[config.mk]
export PLATFORM = sky130hd
export DESIGN_NAME = uart_tx_framer
export DESIGN_NICKNAME = d
export VERILOG_FILES = /design/src/rtl/uart_pkg.sv /design/src/rtl/baud_edge_det.sv /design/src/rtl/uart_tx_framer.sv
export SDC_FILE = /design/constraint.sdc
export NUM_CORES = 1
export LEC_CHECK = 0
export ABC_AREA = 1
export BUFFER_PORTS_ARGS = -buffer_cell sky130_fd_sc_hd__buf_2
export CORE_MARGIN = 4
export CORE_UTILIZATION = 40
export CTS_CLUSTER_DIAMETER = 40
export DETAILED_ROUTE_END_ITERATION = 10
export PLACE_DENSITY = 0.65
export SYNTH_ARGS = -nofsm -noshare
export SYNTH_HDL_FRONTEND = slang
export SYNTH_HIERARCHICAL = 1
export SYNTH_SLANG_ARGS = --single-unit
[constraint.sdc]
create_clock -name clock -period 1.73 [get_ports clock]
set_input_delay 0.346 -clock clock [delete_from_list [all_inputs] [get_ports clock]]
set_output_delay 0.346 -clock clock [all_outputs]
set_load 0.05 [all_outputs]
[src/rtl/uart_pkg.sv]
// Shared types and defaults for the UART transmit path.
// UART_PARITY_EN adds the PARITY state to the encoding.
package uart_pkg;

    localparam int DATA_BITS_DEF = 8;
    localparam int STOP_BITS_DEF = 1;

    typedef enum logic [2:0] {
        ST_IDLE   = 3'd0,
        ST_ARM    = 3'd1,
        ST_START  = 3'd2,
        ST_DATA   = 3'd3,
`ifdef UART_PARITY_EN
        ST_PARITY = 3'd4,
`endif
        ST_STOP   = 3'd5
    } tx_state_t;

endpackage

[src/rtl/baud_edge_det.sv]
// Two-flop synchroniser plus registered rising-edge detector for the baud clock.
// rise_pulse is a one-cycle pulse three clock edges after sig_in rises.
module baud_edge_det (
    input  logic clock,
    input  logic rst,
    input  logic sig_in,
    output logic rise_pulse
);

    logic       sync_1;
    logic       sync_2;
    logic       sync_3;
    logic [2:0] fill;

    // fill gates the detector until sync_3 holds a real sample, so a line
    // that is already high when reset drops is not mistaken for an edge
    always_ff @(posedge clock) begin
        if (rst) begin
            sync_1     <= 1'b0;
            sync_2     <= 1'b0;
            sync_3     <= 1'b0;
            fill       <= 3'b000;
            rise_pulse <= 1'b0;
        end else begin
            sync_1     <= sig_in;
            sync_2     <= sync_1;
            sync_3     <= sync_2;
            fill       <= {fill[1:0], 1'b1};
            rise_pulse <= fill[2] & sync_2 & ~sync_3;
        end
    end

endmodule

[src/rtl/uart_tx_framer.sv]
// UART transmit framer: start bit, DATA_BITS data bits LSB first, optional parity, STOP_BITS stop bits.
// Build option: define UART_PARITY_EN to insert the parity bit (sense set by PARITY_ODD).
//
// state  | meaning
// IDLE   | line high, ready for a word
// ARM    | word latched, waiting for the next baud tick
// START  | driving the start bit
// DATA   | driving data bits, LSB first
// PARITY | driving the parity bit (UART_PARITY_EN only)
// STOP   | driving the stop bit(s)
module uart_tx_framer
    import uart_pkg::*;
#(
    parameter int DATA_BITS  = DATA_BITS_DEF,
    parameter int STOP_BITS  = STOP_BITS_DEF,
    parameter int PARITY_ODD = 0
) (
    input  logic                 clock,
    input  logic                 rst,
    input  logic                 baud_clk,
    input  logic [DATA_BITS-1:0] tx_data,
    input  logic                 tx_valid,
    output logic                 tx_ready,
    output logic                 txd,
    output logic                 tx_busy
);

    localparam int BIT_CNT_W  = $clog2(DATA_BITS);
    localparam int STOP_CNT_W = (STOP_BITS > 1) ? $clog2(STOP_BITS) : 1;

    generate
        if (DATA_BITS < 5 || DATA_BITS > 8 || (STOP_BITS != 1 && STOP_BITS != 2) ||
            (PARITY_ODD != 0 && PARITY_ODD != 1)) begin : g_param_check
            $error("uart_tx_framer: illegal parameter setting");
        end
    endgenerate

    tx_state_t              state;
    logic [DATA_BITS-1:0]   shreg;
    logic [BIT_CNT_W-1:0]   bit_cnt;
    logic [STOP_CNT_W-1:0]  stop_cnt;
    logic                   baud_tick;
`ifdef UART_PARITY_EN
    logic                   parity_bit;
`endif

    baud_edge_det u_baud_edge_det (
        .clock      (clock),
        .rst        (rst),
        .sig_in     (baud_clk),
        .rise_pulse (baud_tick)
    );

    // bit_cnt and stop_cnt count the bits still to follow the one on the line
    always_ff @(posedge clock) begin
        if (rst) begin
            state      <= ST_IDLE;
            txd        <= 1'b1;
            tx_ready   <= 1'b1;
            tx_busy    <= 1'b0;
            shreg      <= '0;
            bit_cnt    <= '0;
            stop_cnt   <= '0;
`ifdef UART_PARITY_EN
            parity_bit <= 1'b0;
`endif
        end else begin
            case (state)
                ST_IDLE: begin
                    if (tx_valid && tx_ready) begin
                        shreg      <= tx_data;
`ifdef UART_PARITY_EN
                        parity_bit <= (^tx_data) ^ 1'(PARITY_ODD);
`endif
                        state      <= ST_ARM;
                        tx_ready   <= 1'b0;
                        tx_busy    <= 1'b1;
                    end
                end
                ST_ARM: begin
                    if (baud_tick) begin
                        state <= ST_START;
                        txd   <= 1'b0;
                    end
                end
                ST_START: begin
                    if (baud_tick) begin
                        state   <= ST_DATA;
                        txd     <= shreg[0];
                        shreg   <= shreg >> 1;
                        bit_cnt <= BIT_CNT_W'(DATA_BITS - 1);
                    end
                end
                ST_DATA: begin
                    if (baud_tick) begin
                        if (bit_cnt == '0) begin
`ifdef UART_PARITY_EN
                            state    <= ST_PARITY;
                            txd      <= parity_bit;
`else
                            state    <= ST_STOP;
                            txd      <= 1'b1;
                            stop_cnt <= STOP_CNT_W'(STOP_BITS - 1);
`endif
                        end else begin
                            txd     <= shreg[0];
                            shreg   <= shreg >> 1;
                            bit_cnt <= bit_cnt - 1'b1;
                        end
                    end
                end
`ifdef UART_PARITY_EN
                ST_PARITY: begin
                    if (baud_tick) begin
                        state    <= ST_STOP;
                        txd      <= 1'b1;
                        stop_cnt <= STOP_CNT_W'(STOP_BITS - 1);
                    end
                end
`endif
                ST_STOP: begin
                    if (baud_tick) begin
                        if (stop_cnt == '0) begin
                            state    <= ST_IDLE;
                            tx_ready <= 1'b1;
                            tx_busy  <= 1'b0;
                        end else begin
                            stop_cnt <= stop_cnt - 1'b1;
                        end
                    end
                end
                default: begin
                    state    <= ST_IDLE;
                    txd      <= 1'b1;
                    tx_ready <= 1'b1;
                    tx_busy  <= 1'b0;
                end
            endcase
        end
    end

endmodule

==> flow_metrics.env <==
export IMPL_nFillCells=295
export IMPL_vias_per_cell=4.75
export IMPL_synth_top_area_share_pct=41.8
export IMPL_cts_resized=0
export IMPL_synth_distinct_cells=23
export IMPL_slew_limit_headroom_pct=74.0
export IMPL_clock_sinks=24
export IMPL_cpMostUsedCell="inv_4"
export IMPL_cap_violations=0
export IMPL_nets=192
export IMPL_post_place_ws_ps=288
export IMPL_post_route_util_pct=46.0
export IMPL_cts_tree="yes"
export IMPL_grt_ovfl_total=0
export IMPL_hold_slack_ps=225
export IMPL_wl_per_cell_um=10.2
export IMPL_via_count=988
export IMPL_max_stage_delay_ps=580
export IMPL_synth_cells=162
export IMPL_grt_max_degree=16
export IMPL_yosys_warnings=6
export IMPL_final_cell_mix="nand2_1, nor2_1, dfxtp_1"
export IMPL_dp_hpwl_mm=1.65
export IMPL_crit_family="flip-flops"
export IMPL_drt_first_pass_iters=5
export IMPL_clock_path_buffers=2
export IMPL_crit_path_end_kind="flop"
export IMPL_yosysSeqAreaShare_pct=41.8
export IMPL_setup_viol=0
export IMPL_die_w_um=61.6
export IMPL_start_util_pct=41.7
export IMPL_htreeDepth=1
export IMPL_timing_rr_start="state[2]"
export IMPL_p_per_area_nw_per_um2=1950
export IMPL_min_period_ps=1450
export IMPL_fin_worst_skew_ps=14.2
export IMPL_clockRootBuffer="clkbuf_4"
export IMPL_ys_ff_latch=24
export IMPL_reg2reg_depth=9
export IMPL_syn_num_nets=176
export IMPL_dieArea_um2=3800
export IMPL_synth_area_leaders="dfxtp_1, nand2_1, nor2_1"
export IMPL_track_usage_pct=13.2
export IMPL_drc=0
export IMPL_port_buffer_count=14
export IMPL_cp_num_buf_inv=3
export IMPL_syn_area_um2=1150
export IMPL_startpoint_type="flop"
export IMPL_status="finished clean"
export IMPL_criticalPathCategory="flop to flop"
export IMPL_yosys_area_top_type="dfxtp_1"
export IMPL_cp_max_fo=10
export IMPL_hold_violations=0
export IMPL_fmax_mhz=688
export IMPL_path_depth=9
export IMPL_slowest_stage="dfxtp_1"
export IMPL_first_iter_violations=41
export IMPL_p_leak_uw=0.000618
export IMPL_n_antenna_cell=0
export IMPL_reg2reg_slack_ps=280
export IMPL_area_growth_syn_to_layout_pct=10.3
export IMPL_cp_cell_sequence="inv_4 -> nand2_8 -> inv_4 -> nand2_2 -> nand2_4 -> nor2_8 -> inv_4 -> nor2_1 -> nor2_1"
export IMPL_slew_viol_final=0
export IMPL_crit_end="shreg[3]"
export IMPL_syn_area_per_cell_um2=7.10
export IMPL_crit_arrival_ps=1670
export IMPL_rows=19
export IMPL_grt_antenna_before_repair=0
export IMPL_gp_congestion=0.879
export IMPL_die_h_um=61.6
export IMPL_drive_gt1_share_pct=19.2
export IMPL_numCtsBuffers=3
export IMPL_grt_pass1_wl_mm=3.84
export IMPL_ios=15
export IMPL_ant_nets=0
export IMPL_postCtsSetupBuffers=0
export IMPL_grt_pass1_vias=970
export IMPL_r2r_end="shreg[3]"
export IMPL_ctsHoldBuffers=0
export IMPL_vdd_ir_drop_max_mv=0.986
export IMPL_rsz0062_at_grt="false"
export IMPL_power_total_uw=2470
export IMPL_layout_setup_ws_ps=278
export IMPL_worstSetupStartpoint="state[2]"
export IMPL_worstPathRequired_ps=1950
export IMPL_coreArea_um2=2760
export IMPL_fin_setup_tns_ps=0
export IMPL_clkTransAtPathRegs_ps=130
export IMPL_clock_latency_ps=310
export IMPL_final_common_cell="nand2_1"
export IMPL_hold_class="input pin to flop"
export IMPL_tightest_slew_ps=390
export IMPL_period_share_pct=84.0
export IMPL_wirelength_mm=2.12
## where the power goes
part           internal [uW]  switching (uW)
sequential               725             117
clock                    128             160
combinational            438             903
## metal layers
metal  wire length [um]  part of all wire, %  vias up  track usage, %
met4                 30                  1.4        0            6.06
met3                 93                  4.4        4            2.10
met1                964                   45      436            16.1
met2               1030                   49       20            22.7
met5                  0                    0        -               0
li1                   -                    -      528               -
## cells in the mapped netlist, drive strengths merged
cell,number
buf,3
nor2,33
nand2,45
nand3,8
dfxtp,24
nand4,1
o21ai,15
o21a,1
nor3,2
a21oi,4
ha,2
inv,23
clkbuf,1
## layout make-up
cell class / count / area [um^2] / area share [%]
repair buffers: 15 / 77.6 / 6.11
clock buffers: 4 / 36.3 / 2.86
well taps: 31 / 38.8 / 3.06
inverters: 23 / 93.8 / 7.40
multi-input cells: 111 / 542 / 42.7
flip-flops and latches: 24 / 480 / 37.9
## logic make-up (layout without fill, tap and decap cells)
family / count (synthesis) / after routing / synth area share (%)
adders and majority gates: 2 / 2 / 2.18
buffers and inverters: 27 / 42 / 11.1
and+or+nand+nor: 89 / 89 / 36.0
AOI/OAI and AO/OA: 20 / 20 / 8.92
DFF: 24 / 24 / 41.8
## state kept, by name (all words and copies together) (netlist names)
| register | cells |
|---|---|
| txd | 1 |
| tx_busy | 1 |
| bit_cnt | 3 |
| tx_ready | 1 |
| u_baud_edge_det/sync_1 | 1 |
| u_baud_edge_det/sync_2 | 1 |
| u_baud_edge_det/sync_3 | 1 |
| state | 3 |
| u_baud_edge_det/rise_pulse | 1 |
| u_baud_edge_det/fill | 3 |
| shreg | 8 |
## worst min-delay path by stage
stage,to,slack [ps],depth (start not counted),startpoint
5_1_grt,u_baud_edge_det/sync_1,240,3,baud_clk
3_5_place_dp,u_baud_edge_det/sync_2,410,2,u_baud_edge_det/sync_1
3_3_place_gp,u_baud_edge_det/fill[2],390,2,u_baud_edge_det/fill[1]
4_1_cts,u_baud_edge_det/sync_1,220,3,baud_clk
2_1_floorplan,u_baud_edge_det/fill[1],390,2,u_baud_edge_det/fill[0]
6_report,u_baud_edge_det/sync_1,230,3,baud_clk
## tightest hold or removal path, stage by stage
cell and delay [ps]:
buf_2 90, inv_1 40, nor2_1 30
## stage by stage
step / area, um^2 / instances
finish: 1270 / 208
global placement: 1230 / 204
global route: 1270 / 208
detailed placement: 1230 / 204
floorplan: 1150 / 162
CTS: 1270 / 208
Note: power is estimated with default switching activity, not from simulation.
